--- src/rtl/clock_time_keeper_if.sv ---
// clock_time_keeper_if: key, load and time-display signals of the clock time keeper.
interface clock_time_keeper_if;
  logic       key_mode;
  logic       key_inc;
  logic       load_en;
  logic [5:0] load_hour;
  logic [5:0] load_minute;
  logic [5:0] load_second;
  logic [5:0] hour;
  logic [5:0] minute;
  logic [5:0] second;
  logic [1:0] mode;
  logic       tick;
  logic       load_err;
  modport master (
    output key_mode, key_inc, load_en, load_hour, load_minute, load_second,
    input  hour, minute, second, mode, tick, load_err
  );
  modport slave (
    input  key_mode, key_inc, load_en, load_hour, load_minute, load_second,
    output hour, minute, second, mode, tick, load_err
  );
endinterface

--- src/rtl/clock_time_keeper.sv ---
// clock_time_keeper: 24-hour HH:MM:SS counter with 1 Hz prescaler, debounced set keys and a checked load port.
module clock_time_keeper #(
  parameter int CLK_FREQ   = 50_000_000,
  parameter int DEB_CYCLES = 500_000
) (
  input logic               clk,
  input logic               rst,
  clock_time_keeper_if.slave bus
);
  localparam int PW = CLK_FREQ > 1 ? $clog2(CLK_FREQ) : 1;
  localparam int DW = $clog2(DEB_CYCLES + 1);
  localparam logic [PW-1:0] PRE_LAST = PW'(CLK_FREQ - 1);
  localparam logic [DW-1:0] DEB_LAST = DW'(DEB_CYCLES - 1);
  typedef enum logic [1:0] {RUN, SET_HOUR, SET_MIN, SET_SEC} mode_t;
  mode_t         r_mode, w_mode_nxt;
  logic [PW-1:0] r_pre, w_pre_nxt;
  logic [5:0]    r_hour, r_min, r_sec, w_hour_nxt, w_min_nxt, w_sec_nxt;
  logic          r_tick, r_err;
  logic [1:0]    r_s1, r_s2, r_lvl, r_lvl_d, w_pulse;
  logic [DW-1:0] r_cnt [2];
  logic          w_mode_p, w_inc_p, w_ok, w_ld, w_tick, w_inc;
  logic          w_swrap, w_mwrap, w_hinc, w_minc, w_sinc;
  assign w_pulse  = r_lvl & ~r_lvl_d;
  assign w_mode_p = w_pulse[0];
  assign w_inc_p  = w_pulse[1];
  // bit 0 = mode key, bit 1 = increment key
  always_ff @(posedge clk or negedge rst) begin
    if (!rst) begin
      r_s1     <= '0;
      r_s2     <= '0;
      r_lvl    <= '0;
      r_lvl_d  <= '0;
      r_cnt[0] <= '0;
      r_cnt[1] <= '0;
    end else begin
      r_s1    <= {bus.key_inc, bus.key_mode};
      r_s2    <= r_s1;
      r_lvl_d <= r_lvl;
      for (int k = 0; k < 2; k++) begin
        r_cnt[k] <= (r_s2[k] == r_lvl[k] || r_cnt[k] == DEB_LAST) ? '0 : r_cnt[k] + DW'(1);
        if (r_s2[k] != r_lvl[k] && r_cnt[k] == DEB_LAST) r_lvl[k] <= r_s2[k];
      end
    end
  end
  // Any load_en, even a rejected one, owns the cycle: no tick or increment; a rejected load holds pre.
  always_comb begin
    w_ok       = bus.load_hour <= 6'd23 && bus.load_minute <= 6'd59 && bus.load_second <= 6'd59;
    w_ld       = bus.load_en && w_ok;
    w_tick     = r_mode == RUN && r_pre == PRE_LAST && !bus.load_en && !w_mode_p;
    w_inc      = w_inc_p && !w_mode_p && !bus.load_en && r_mode != RUN;
    w_swrap    = r_sec == 6'd59;
    w_mwrap    = r_min == 6'd59;
    w_hinc     = (w_inc && r_mode == SET_HOUR) || (w_tick && w_swrap && w_mwrap);
    w_minc     = (w_inc && r_mode == SET_MIN) || (w_tick && w_swrap);
    w_sinc     = (w_inc && r_mode == SET_SEC) || w_tick;
    w_hour_nxt = w_ld ? bus.load_hour : w_hinc ? (r_hour == 6'd23 ? 6'd0 : r_hour + 6'd1) : r_hour;
    w_min_nxt  = w_ld ? bus.load_minute : w_minc ? (w_mwrap ? 6'd0 : r_min + 6'd1) : r_min;
    w_sec_nxt  = w_ld ? bus.load_second : w_sinc ? (w_swrap ? 6'd0 : r_sec + 6'd1) : r_sec;
    w_mode_nxt = w_mode_p ? mode_t'(r_mode + 2'd1) : r_mode;
    w_pre_nxt  = (w_ld || r_mode != RUN || w_mode_p) ? '0 :
                 bus.load_en ? r_pre : r_pre == PRE_LAST ? '0 : r_pre + PW'(1);
  end
  always_ff @(posedge clk or negedge rst) begin
    if (!rst) begin
      r_mode <= RUN;
      r_pre  <= '0;
      r_hour <= '0;
      r_min  <= '0;
      r_sec  <= '0;
      r_tick <= 1'b0;
      r_err  <= 1'b0;
    end else begin
      r_mode <= w_mode_nxt;
      r_pre  <= w_pre_nxt;
      r_hour <= w_hour_nxt;
      r_min  <= w_min_nxt;
      r_sec  <= w_sec_nxt;
      r_tick <= w_tick;
      r_err  <= bus.load_en && !w_ok;
    end
  end
  assign bus.hour     = r_hour;
  assign bus.minute   = r_min;
  assign bus.second   = r_sec;
  assign bus.mode     = r_mode;
  assign bus.tick     = r_tick;
  assign bus.load_err = r_err;
endmodule
--- src/flat_wrapper.sv ---
// flat-port wrapper written by rule: the top's interface ports become plain ports
module clock_time_keeper_flat 
#(
  parameter int CLK_FREQ   = 50_000_000,
  parameter int DEB_CYCLES = 500_000
)
  (clk, rst, bus_key_mode, bus_key_inc, bus_load_en, bus_load_hour, bus_load_minute, bus_load_second, bus_hour, bus_minute, bus_second, bus_mode, bus_tick, bus_load_err);
  clock_time_keeper_if bus_i ();
  input logic clk;
  input logic rst;
  input wire logic [$bits(bus_i.key_mode)-1:0] bus_key_mode;
  input wire logic [$bits(bus_i.key_inc)-1:0] bus_key_inc;
  input wire logic [$bits(bus_i.load_en)-1:0] bus_load_en;
  input wire logic [$bits(bus_i.load_hour)-1:0] bus_load_hour;
  input wire logic [$bits(bus_i.load_minute)-1:0] bus_load_minute;
  input wire logic [$bits(bus_i.load_second)-1:0] bus_load_second;
  output wire logic [$bits(bus_i.hour)-1:0] bus_hour;
  output wire logic [$bits(bus_i.minute)-1:0] bus_minute;
  output wire logic [$bits(bus_i.second)-1:0] bus_second;
  output wire logic [$bits(bus_i.mode)-1:0] bus_mode;
  output wire logic [$bits(bus_i.tick)-1:0] bus_tick;
  output wire logic [$bits(bus_i.load_err)-1:0] bus_load_err;
  assign bus_i.key_mode = bus_key_mode;
  assign bus_i.key_inc = bus_key_inc;
  assign bus_i.load_en = bus_load_en;
  assign bus_i.load_hour = bus_load_hour;
  assign bus_i.load_minute = bus_load_minute;
  assign bus_i.load_second = bus_load_second;
  assign bus_hour = bus_i.hour;
  assign bus_minute = bus_i.minute;
  assign bus_second = bus_i.second;
  assign bus_mode = bus_i.mode;
  assign bus_tick = bus_i.tick;
  assign bus_load_err = bus_i.load_err;
  clock_time_keeper #(.CLK_FREQ(CLK_FREQ), .DEB_CYCLES(DEB_CYCLES)) u_core (.clk(clk), .rst(rst), .bus(bus_i));
endmodule
--- config.mk ---
export PLATFORM = sky130hd
export DESIGN_NAME = clock_time_keeper_flat
export DESIGN_NICKNAME = d
export VERILOG_FILES = /design/src/rtl/clock_time_keeper_if.sv /design/src/rtl/clock_time_keeper.sv /design/src/flat_wrapper.sv
export SDC_FILE = /design/constraint.sdc
export NUM_CORES = 1
export LEC_CHECK = 0
export BUFFER_PORTS_ARGS = -buffer_cell sky130_fd_sc_hd__buf_2
export CAP_MARGIN = 20
export CORE_MARGIN = 2
export CORE_UTILIZATION = 45
export CTS_BUF_LIST = sky130_fd_sc_hd__clkbuf_4 sky130_fd_sc_hd__clkbuf_8
export DETAILED_ROUTE_END_ITERATION = 10
export SYNTH_ARGS = -nofsm -noshare
export SYNTH_HDL_FRONTEND = slang
export SYNTH_SLANG_ARGS = --single-unit
--- constraint.sdc ---
create_clock -name clk -period 2.75 [get_ports clk]
set_clock_uncertainty 0.2 [all_clocks]
set_input_delay 0.275 -clock clk [delete_from_list [all_inputs] [get_ports clk]]
set_output_delay 0.275 -clock clk [all_outputs]
set_load 0.01 [all_outputs]
**Word level (Yosys, flattened, before mapping)**

Cells that the tools add are included.

- Flip-flop bits (word level): 94
- Bits of input ports: 23
- Output and inout bits: 22

- Add/sub/neg operators: 7
- $lt $le $gt $ge: 3
- Eq/ne operators: 14
- Muxes and demuxes: 14
- Bitwise operators: 2
- Reduce and logical (&&, ||, !) cells: 32

Operator list:

| kind | count |
|---|---|
| $mux W26 | 3 |
| $mux W6 | 9 |
| $add A19 B1 Y19 const B | 2 |
| $eq A19 B19 Y1 const B | 2 |
| $mux W19 | 2 |
| $add A26 B1 Y26 const B | 1 |
| $eq A26 B26 Y1 const B | 1 |
| $add A6 B1 Y6 const B | 3 |
| $logic_and A1 B1 Y1 | 17 |
| $eq A6 B6 Y1 const B | 2 |
| $le A6 B6 Y1 const B | 2 |
| $reduce_bool A2 Y1 | 4 |
| $logic_or A1 B1 Y1 | 7 |
| $eq A6 B5 Y1 const B | 1 |
| $le A6 B5 Y1 const B | 1 |
| $eq A2 B2 Y1 const B | 2 |
| $logic_not A1 Y1 | 3 |
| $add A2 B1 Y2 const B | 1 |
| $and A2 B2 Y2 | 1 |
| $eq A1 B1 Y1 | 2 |
| $eq A2 B1 Y1 const B | 1 |
| $logic_not A2 Y1 | 1 |
| $ne A1 B1 Y1 | 2 |
| $ne A2 B1 Y1 const B | 1 |
| $not A2 Y2 | 1 |

**Logic depth before layout (Yosys ltp)**

Gate-level depths: netlist of run 1.

- Depth in word-level cells: 10
- Mapped depth: 8
- Mapped depth without buffers: 7

**Worst setup path after synthesis of run 1**

Ideal clock, no wire load.

- Path type: register to register
- Start point: register u_core.r_pre[0]
- End point: register u_core.r_min[0] (netlist: u_core.bus.minute[0])
- Setup time: 125 ps
- Data arrival time: 1890 ps
- Data required time: 2425 ps
- Path slack: 535 ps
- Cell stages (with the launch flop): 8
- Path buffers: 1
- Period minus slack after synthesis: 2215 ps
- Cell sequence: dfrtp_1 > ha_1 > nand2_1 > nor4_4 > and4_1 > nor2b_1 > buf_2 > mux2_4

- Longest elaborated chain between the ends: 7

RTL lines:

| what | RTL line | source |
|---|---|---|
| start: declaration | clock_time_keeper.sv:16 | `logic [PW-1:0] r_pre, w_pre_nxt;` |
| start signal: assignment | clock_time_keeper.sv:74 | `r_pre <= w_pre_nxt;` |
| $eq A26 B26 Y1 | clock_time_keeper.sv:49 | `w_tick = r_mode == RUN && r_pre == PRE_LAST && !bus.load_en && !w_mode_p;` |
| $logic_and A1 B1 Y1 (3 in series) | clock_time_keeper.sv:49 |  |
| $logic_and A1 B1 Y1 | clock_time_keeper.sv:54 | `w_minc = (w_inc && r_mode == SET_MIN) \|\| (w_tick && w_swrap);` |
| $logic_or A1 B1 Y1 | clock_time_keeper.sv:54 |  |
| $reduce_bool A2 Y1 (no source line) | n/a |  |
| end signal: assignment | clock_time_keeper.sv:76 | `r_min <= w_min_nxt;` |
| end: declaration | clock_time_keeper.sv:17 | `logic [5:0] r_hour, r_min, r_sec, w_hour_nxt, w_min_nxt, w_sec_nxt;` |

No other way between the ends.
A chain may end at the register's enable or synchronous reset.

**Final worst setup path of run 1**

- Start point: register u_core.r_mode[1] (netlist: u_core.bus.mode[1])
- End point: register u_core.r_min[0] (netlist: u_core.bus.minute[0])

- Longest elaborated chain between the ends: 7
- Elaborated cells on any way between the ends: 11
- Classes of those cells: eq/ne: 1; reduce/logical: 10

RTL lines:

| what | RTL line | source |
|---|---|---|
| start: declaration | clock_time_keeper.sv:15 | `mode_t r_mode, w_mode_nxt;` |
| start signal: assignment | clock_time_keeper.sv:73 | `r_mode <= w_mode_nxt;` |
| $logic_not A2 Y1 | clock_time_keeper.sv:49 |  |
| $logic_and A1 B1 Y1 (3 in series) | clock_time_keeper.sv:49 |  |
| $logic_and A1 B1 Y1 | clock_time_keeper.sv:54 |  |
| $logic_or A1 B1 Y1 (*) | clock_time_keeper.sv:54 |  |
| $reduce_bool A2 Y1 (no source line) (*) | n/a |  |

Every way passes the cells marked *; elsewhere a longest branch is shown, timed or not.

==> results of run 1 <==
## worst paths after layout
path / startpoint / to / slack, ns / cells past startpoint
min in group asynchronous: rst / u_core.r_pre[18] / 0.28 / 2
max in group asynchronous: rst / u_core.r_cnt[36] / 1.40 / 3
worst min register to register: u_core.r_s1[0] / u_core.r_s2[0] / 0.15 / 0
worst max-delay path: u_core.bus.mode[1] / u_core.bus.minute[0] / 0.18 / 7
worst max register to register: u_core.bus.mode[1] / u_core.bus.minute[0] / 0.18 / 7
worst min-delay path: bus_load_minute[1] / u_core.bus.minute[1] / 0.03 / 4
## power by group
group / switching, mW / internal, mW / total (mW)
Clock: 0.494 / 0.429 / 0.923
Sequential: 0.169 / 1.51 / 1.68
Combinational: 0.355 / 0.311 / 0.666
## per-stage QoR
stage | power, mW | setup slack [ns] | utilization | hold slack, ns | cell area [um2]
CTS | 3.295 | 0.1692 | 0.5320 | 0.01191 | 5818
global route | 3.457 | 0.008434 | 0.5320 | 0.02258 | 5818
detailed placement | 2.355 | 0.1966 | 0.5054 | 0.1363 | 5527
global placement | 2.348 | 0.3414 | 0.5054 | 0.1415 | 5527
finish | 3.264 | 0.1847 | 0.5320 | 0.03174 | 5818
floorplan | 2.090 | 0.5354 | - | -0.2206 | 5094
## cells by family after synthesis
group	count (synthesis)
AOI/OAI and AO/OA	93
xor gates and xnor gates	44
adders and majority gates	10
buffers and inverters	29
DFF	94
muxes	11
and+or+nand+nor	256
## worst max-delay path: cells and delay by family, from the launching register on
kind | cells | cell delay, ns
buffers and inverters | 1 | 0.10
flip-flops | 1 | 0.44
AND/OR/NAND/NOR | 3 | 0.83
multiplexers | 1 | 0.34
adder cells (fa/ha/maj) | 1 | 0.21
AO/OA/AOI/OAI | 1 | 0.33
## placed cells by master (no fill, tap or decap), drive strengths merged, types with 9 or more instances in the layout
cell type | netlist | layout
a21oi | 21 | 21
a31oi | 18 | 18
and3 | 11 | 11
and4 | 11 | 11
buf | 4 | 55
clkbuf | 13 | 10
dfrtp | 94 | 94
dlygate4sd3 | 0 | 10
ha | 10 | 10
inv | 12 | 13
mux2 | 9 | 9
nand2 | 55 | 55
nand3 | 28 | 28
nand4 | 19 | 19
nor2 | 71 | 71
nor3 | 13 | 13
nor4 | 10 | 10
o21ai | 14 | 14
xnor2 | 20 | 20
xor2 | 24 | 24
## metal layers
metal / up-vias / track usage / share of wire
li1: 2061 / - / -
met1: 2045 / 0.2668 / 0.46
met2: 92 / 0.3304 / 0.48
met3: 13 / 0.04938 / 0.046
met4: 0 / 0.06518 / 0.013
met5: - / 0 / 0
## final cells by class
| type | count | area share |
|---|---|---|
| inverters | 12 | 0.007742 |
| flip-flops and latches | 94 | 0.4043 |
| clock buffers | 10 | 0.02258 |
| clock inverters | 5 | 0.01032 |
| repair buffers | 65 | 0.07183 |
| multi-input cells | 414 | 0.4531 |
| well taps | 140 | 0.03011 |
## flip-flops by register name, summed over array words and instances (netlist names)
register,cells
u_core.bus.hour,6
u_core.bus.load_err,1
u_core.bus.minute,6
u_core.bus.mode,2
u_core.bus.second,6
u_core.bus.tick,1
u_core.r_cnt,38
u_core.r_lvl,2
u_core.r_lvl_d,2
u_core.r_pre,26
u_core.r_s1,2
u_core.r_s2,2
==> metrics.md, run 1 <==
| Metric | Value |
|---|---|
| Worst Path Max Fanout | `6` |
| Post-CTS Setup Bufs | `0` |
| Die width | `110.4 um` |
| Slowest stage cell, crit path | `nor2b_1` |
| Largest family of logic cells by synthesized area | `simple AND/OR/NAND/NOR gates` |
| Final Max Tran Viols | `0` |
| Synthesized netlist cell count | `about 540` |
| Sinks on Clock Net | `94` |
| Fmax | `389.8 MHz` |
| Dpl hpwl | `8006 um` |
| Mux contribution to synthesized area | `0.02604` |
| FFs w/ async S/R, synth | `1.000` |
| Status | `finished clean` |
| Mapped Nets | `between 500 and 600` |
| Startpoint types | `flip-flop` |
| Worst-Margin Slew | `approximately 0.74 ns` |
| Initial antenna violation count | `0` |
| Routed wire length | `11390 um` |
| Post-synth top area share | `0.4618` |
| Storage cell area | `approximately 2400 um2` |
| Worst EP arrival | `roughly 2.6 ns` |
| Fin crit share | `0.9328` |
| Netlist Area Pre-Place | `roughly 5000 um2` |
| First-pass GRT wire length | `19350 um` |
| Ys Warns | `0` |
| Crit path kind | `reg -> reg` |
| Clock-pin slew on the worst setup and hold paths | `0.09 ns` |
| # Max-Cap Violations | `0` |
| Rel. slew slack | `0.5021` |
| GPL Wtd Cong | `0.8924` |
| Setup violators final | `0` |
| Max incr delay on CP | `0.55 ns` |
| Leak Pwr | `2.548 nW` |
| Std-Cell Rows | `38` |
| VDD IR-drop max | `0.4489 mV` |
| Seq/Total Area, Yosys | `0.4618` |
| EDFF count, synth | `0` |
| Initial Util | `0.4658` |
| CTS tree | `yes` |
| Finished Layout Cells | `740` |
| Ant diodes | `0` |
| Synth Area in Simple Gates | `0.2633` |
| Tmin final | `2.565 ns` |
| WL/cell | `15.39 um` |
| FILL cells | `about 1000` |
| Largest net degree at the start of global routing | `55` |
| Commonest cells in the netlist | `dfrtp_1 (94), nor2_1 (71), nand2_1 (55)` |
| CTS buffer count | `9` |
| Count leader, synth | `dfrtp_1` |
| Pwr/cell area | `between 500 and 600 nW/um2` |
| Buffers added on ports | `44` |
| Hold Path Class | `in -> reg` |
| Later-pin clock latency in the skew report | `between 0.3 and 0.4 ns` |
| Multi-input logic area | `roughly 2600 um2` |
| Total congestion overflow | `0` |
| Core ar. | `about 11000 um2` |
| Yosys cell types | `59` |
| CTS max path bufs | `2` |
| Final-stage net count | `629` |
| Critical-path cell list | `inv_1 -> ha_1 -> nor3b_1 -> and3_1 -> a21oi_1 -> nor2b_1 -> mux2_4` |
| Post-synthesis compound-gate area fraction | `0.1263` |
| Dpl cells | `715` |
| CTS hold repair buffers | `10` |
| Synth Area in XOR/XNOR | `0.07566` |
| Synth top area cells | `dfrtp_1 (46%), nor2_1 (5.2%), xor2_1 (4.1%)` |
| Unrepaired setup endpoints after global routing | `no` |
| 1st-iter DRT viols | `229` |
| Number of global-route vias before repair | `4092` |
| Setup TNS | `0 ns` |
| Vias | `4211` |
| Adder-cell area share of the yosys netlist | `0.02456` |
| # DRC | `0` |
| Nature of the critical path endpoint | `flip-flop` |
| Drt via density | `approximately 5.7` |
| DR pass1 iterations | `5` |
| GRT Resource Usage Total | `0.2028` |
| ANT nets after route | `0` |
| Number of H-tree levels | `3` |
| Cts repair resizes | `0` |
| Die Footprint | `12190 um2` |
| Dominant register cell in the synthesized netlist | `dfrtp_1` |
| Syn avg cell area | `9.485 um2` |
| Synthesis-to-finish area growth | `14.22%` |
| Register bit total from synthesis | `94` |
| Root buffer cell | `clkbuf_8` |
| Die height | `110.4 um` |
| Share of cells above drive strength 1 | `0.1550` |
| Fin. Hold Viols | `0` |
| Req. time, crit path | `2.82 ns` |
| Cell taking the most area after synthesis | `dfrtp_1` |
| Ports | `45` |
Power figures use the tool's default switching activity.
==> run 2: changes to the inputs <==
Settings changed: BUFFER_PORTS_ARGS -buffer_cell sky130_fd_sc_hd__buf_2 to not set, DONT_BUFFER_PORTS set to 1.
==> metrics.md, run 2 (synthesis results as in run 1) <==
| Metric | Value |
|---|---|
| Dpl hpwl | `7888 um` |
| Internal power | `2.295 mW` |
| Nature of the critical path endpoint | `flip-flop` |
| 1st-iter DRT viols | `between 200 and 300` |
| Worst EP arrival | `2.61 ns` |
| Die height | `roughly 110 um` |
| Routed wire length | `between 10000 and 15000 um` |
| Vias | `4114` |
| Largest net degree at the start of global routing | `95` |
| VDD IR-drop max | `0.3874 mV` |
| FILL cells | `1004` |
| Req. time, crit path | `2.81 ns` |
| WL/cell | `16.47 um` |
| Max incr delay on CP | `approximately 0.57 ns` |
| Sinks on Clock Net | `between 90 and 100` |
| CTS buffer count | `9` |
| Fin. Hold Viols | `0` |
| Ports | `45` |
| Buffers added on ports | `0` |
| Sw frac | `0.3037` |
| Biggest regs | `u_core.r_cnt: 38 flops, u_core.r_pre: 26 flops` |
| ANT nets after route | `0` |
| Initial Util | `0.4658` |
| Total congestion overflow | `0` |
| GPL Wtd Cong | `0.8729` |
| # Max-Cap Violations | `0` |
| CTS tree | `yes` |
| Hold Path Class | `in -> reg` |
| Number of H-tree levels | `3` |
| Unrepaired setup endpoints after global routing | `yes` |
| Clk pwr share | `0.312` |
| # DRC | `0` |
| Pwr Total | `3.297 mW` |
| Crit path kind | `reg -> reg` |
| Place WS | `0.06380 ns` |
| Pwr/cell area | `575.8 nW/um2` |
| Initial antenna violation count | `0` |
| Psw | `about 1.0 mW` |
| Sequential share of power | `0.524` |
| Share of cells above drive strength 1 | `0.09027` |
| Rel. slew slack | `0.3528` |
| Worst-Margin Slew | `0.9691 ns` |
| Number of global-route vias before repair | `3975` |
| First-pass GRT wire length | `19180 um` |
| Worst Path Max Fanout | `6` |
| Startpoint types | `flip-flop` |
| Core ar. | `10940 um2` |
| Tmin final | `2.552 ns` |
| Std-Cell Rows | `38` |
| Final Max Tran Viols | `0` |
| Fmax | `391.8 MHz` |
| Proportion of power drawn by combinational gates | `0.164` |
| Fin crit share | `0.9282` |
| Ant diodes | `0` |
| DR pass1 iterations | `4` |
| Synthesis-to-finish area growth | `12.40%` |
| Worst path top cell family by delay | `simple AND/OR/NAND/NOR gates` |
| Final worst setup slack | `0.1976 ns` |
| Leak Pwr | `2.425 nW` |
| GRT Resource Usage Total | `0.2025` |
| Biggest register | `u_core.r_cnt` |
| Status | `finished clean` |
| Later-pin clock latency in the skew report | `0.37 ns` |
| Slowest stage cell, crit path | `nor2b_1` |
| Final-stage net count | `approximately 590` |
| Critical-path cell list | `inv_1 -> ha_1 -> nor3b_1 -> and3_1 -> a21oi_1 -> nor2b_1 -> mux2_4` |
| Root buffer cell | `clkbuf_8` |
| Commonest non-fill, non-tap cells in the layout | `dfrtp_1 (94), nor2_1 (71), nand2_1 (55)` |
| Die width | `110.4 um` |
| Largest register FFs | `38` |
| Drt via density | `5.835` |
| Most common cell after layout, fill and taps aside | `dfrtp_1` |
| CP Buf/Inv Count | `1` |
| Setup violators final | `0` |
| CTS max path bufs | `2` |
| Die Footprint | `approximately 12000 um2` |
| Clock-pin slew on the worst setup and hold paths | `0.09 ns` |
## run 2: worst register-to-register path, stage by stage, from the launching register on
cell and delay [ns]:
dfrtp_1 0.38, inv_1 0.08, ha_1 0.22, nor3b_1 0.08, and3_1 0.21, a21oi_1 0.34
nor2b_1 0.57, mux2_4 0.35
## run 2: cell type report
cell class                      instances  area (um2)  area share
Clock buffer                           10       137.6     0.02404
Clock inverter                          6       85.08     0.01486
Inverter                               12       45.04    0.007867
Multi-Input combinational cell        414        2644      0.4618
Sequential cell                        94        2352      0.4108
Tap cell                              140       175.2     0.03059
Timing Repair Buffer                   29       286.5     0.05004
## run 2: power by group through the flow
stage | registers, mW | clock network [mW] | logic (mW)
2_1_floorplan | 1.71 | 0 | 0.384
3_3_place_gp | 1.75 | 0 | 0.460
3_5_place_dp | 1.75 | 0 | 0.478
4_1_cts | 1.72 | 1.06 | 0.535
5_1_grt | 1.75 | 1.11 | 0.607
6_report | 1.73 | 1.03 | 0.540
## run 2: path summary, 6_finish.rpt
kind                                   endpoint  depth (start not counted)  slack, ns          startpoint
hold reg to reg                  u_core.r_s2[1]                          0       0.15      u_core.r_s1[1]
max in group asynchronous      u_core.r_cnt[13]                          2       1.67                 rst
min in group asynchronous      u_core.r_pre[24]                          2       0.30                 rst
setup reg to reg           u_core.bus.minute[5]                          7       0.20  u_core.bus.mode[0]
hold / removal             u_core.bus.minute[3]                          3       0.02  bus_load_minute[3]
setup / recovery           u_core.bus.minute[5]                          7       0.20  u_core.bus.mode[0]
## run 2: repair_timing
action	in CTS	in global routing
endpoints found under the hold margin	111	0
resized for setup	0	2
hold buffers	19	0
setup endpoints to repair	0	4
setup buffers	0	0
## run 2: per-stage QoR
step	TNS (ns)	util	instance area (um2)	hold WS [ns]	instances
CTS	0	0.5229	5718	0.001816	705
global placement	0	0.4825	5276	-0.2156	669
global route	-0.04443	0.5236	5725	0.02917	705
finish	0	0.5236	5725	0.01577	705
detailed placement	0	0.4835	5288	-0.2153	670
floorplan	0	-	5094	-0.2206	537
## run 2: metal layers
metal | vias up | track usage | share of wire | wire [um]
met5 | - | 0 | 0 | 0
met4 | 0 | 0.08482 | 0.021 | 249
met3 | 22 | 0.03762 | 0.043 | 501
met2 | 95 | 0.3247 | 0.47 | 5504
met1 | 2004 | 0.2698 | 0.46 | 5354
li1 | 1993 | - | - | -
==> run 3: changes to the inputs <==
Settings changed: RECOVER_POWER set to 25, SETUP_SLACK_MARGIN set to 0.2, TNS_END_PERCENT set to 1.
==> metrics.md, run 3 (synthesis results as in run 1) <==
| Metric | Value |
|---|---|
| Share of cells above drive strength 1 | `0.09574` |
| Synthesis-to-finish area growth | `12.16%` |
| Sw frac | `0.2976` |
| Die Footprint | `12190 um2` |
| CTS max path bufs | `2` |
| Tmin final | `2.445 ns` |
| Total congestion overflow | `0` |
| Clk pwr share | `0.314` |
| GPL Wtd Cong | `slightly below 0.9` |
| Clock-pin slew on the worst setup and hold paths | `0.10 ns` |
| Internal power | `roughly 2.3 mW` |
| Crit path kind | `reg -> reg` |
| Number of H-tree levels | `3` |
| Flop-to-flop setup slack | `0.31 ns` |
| Final core occ | `0.5224` |
| VDD IR-drop max | `0.3879 mV` |
| Fin crit share | `0.8891` |
| Ports | `45` |
| Fmax | `around 410 MHz` |
| Setup TNS | `0 ns` |
| First-pass GRT wire length | `19160 um` |
| # DRC | `0` |
| Initial Util | `0.4658` |
| Die height | `110.4 um` |
| Sequential share of power | `0.530` |
| Worst EP arrival | `2.54 ns` |
| Std-Cell Rows | `38` |
| Commonest non-fill, non-tap cells in the layout | `dfrtp_1 (94), nor2_1 (71), nand2_1 (54)` |
| CTS hold repair buffers | `17` |
| Largest net degree at the start of global routing | `95` |
| Violated checks | `negative hold slack` |
| Final-stage net count | `592` |
| Setup violators final | `0` |
| Finished Layout Cells | `704` |
| Initial antenna violation count | `0` |
| Worst Path Max Fanout | `5` |
| Core ar. | `10940 um2` |
| GRT Resource Usage Total | `0.2021` |
| Placed inst area | `approximately 5300 um2` |
| Unrepaired setup endpoints after global routing | `yes` |
| Pwr/cell area | `around 570 nW/um2` |
| Buffers added on ports | `0` |
| Ant diodes | `0` |
| Final Max Tran Viols | `0` |
| Dpl cells | `670` |
| DR pass1 iterations | `4` |
| Place WS | `0.06380 ns` |
| Number of global-route vias before repair | `roughly 4000` |
| 1st-iter DRT viols | `324` |
| Final worst setup slack | `0.3051 ns` |
| Dpl hpwl | `7888 um` |
| Rel. slew slack | `0.4281` |
| Req. time, crit path | `2.85 ns` |
| Vias | `4141` |
| Hold slack | `-0.6076 ns` |
| Root buffer cell | `clkbuf_8` |
| Startpoint types | `flip-flop` |
| Status | `complete, but fails checks` |
| Hold Path Class | `in -> async` |
| Largest register FFs | `38` |
| Routed wire length | `11650 um` |
| Pwr Total | `3.262 mW` |
| CTS buffer count | `9` |
| Leak Pwr | `roughly 2.4 nW` |
| Biggest regs | `u_core.r_cnt: 38 flops, u_core.r_pre: 26 flops` |
| Worst-Margin Slew | `0.8499 ns` |
| Proportion of power drawn by combinational gates | `0.156` |
| Most common cell after layout, fill and taps aside | `dfrtp_1` |
| ANT nets after route | `0` |
| Psw | `a little under 1 mW` |
| WL/cell | `16.55 um` |
| # Max-Cap Violations | `0` |
| Drt via density | `approximately 6` |
| Fin. Hold Viols | `94` |
| Biggest register | `u_core.r_cnt` |
| Later-pin clock latency in the skew report | `about 0.37 ns` |
| Nature of the critical path endpoint | `flip-flop` |
| Sinks on Clock Net | `94` |
| Cell area after layout | `5713 um2` |
| Die width | `110.4 um` |
| CTS tree | `yes` |
[run 3: cell count changes in the layout (fill, tap and decap cells not counted)]
cell           before  now
a2111oi_1           1    0
a2111oi_2           0    1
a211oi_2            1    0
a211oi_4            0    1
buf_16              1    0
buf_4               9   10
dlygate4sd3_1      18   17
nand2_1            55   54
nand2_2             0    1
nor2b_1             3    2
nor2b_2             0    1
[run 3: final timing paths]
kind,end,from,cells after the start
min in group clk,u_core.bus.minute[3],bus_load_minute[3],3
max in group asynchronous,u_core.bus.mode[1],rst,0
worst min register to register,u_core.r_s2[1],u_core.r_s1[1],0
worst max-delay path,u_core.bus.hour[5],u_core.bus.second[1],7
worst min-delay path,u_core.bus.second[2],rst,0
worst max register to register,u_core.bus.hour[5],u_core.bus.second[1],7
[run 3: what timing repair did]
action | 4_1_cts | 5_1_grt
gates resized for setup | 2 | 4
endpoints found under the setup margin | 3 | 22
endpoints found under the hold margin | 111 | 94
pin swaps | 1 | 1
setup buffers | 0 | 1
[run 3: power groups by stage]
| stage | registers (mW) | logic (mW) | clock network (mW) |
|---|---|---|---|
| floorplan | 1.71 | 0.384 | 0 |
| global placement | 1.75 | 0.460 | 0 |
| detailed placement | 1.75 | 0.478 | 0 |
| CTS | 1.72 | 0.504 | 1.06 |
| global route | 1.75 | 0.570 | 1.11 |
| finish | 1.73 | 0.509 | 1.02 |
[run 3: final cells by class]
cell class                      count  area, um2
Fill cell                        1005       5223
Clock buffer                       10      137.6
Clock inverter                      6      85.08
Inverter                           12      45.04
Multi-Input combinational cell    414       2661
Tap cell                          140      175.2
Sequential cell                    94       2352
Timing Repair Buffer               28      256.5
[run 3: routing by layer]
layer  vias up  wire (um)  global-route usage
met4         0        194             0.08750
met3        19        536             0.03762
met1      2020       5285              0.2659
met5         -          0                   0
li1       2000          -                   -
met2       102       5631              0.3265
[run 3: worst max-delay path: stages (launching register included)]
cell and delay, ns:
dfrtp_1 0.48, ha_1 0.30, nand2b_1 0.15, nor4_2 0.37
nand4_1 0.13, buf_4 0.18, a2111oi_2 0.39, a311o_1 0.19
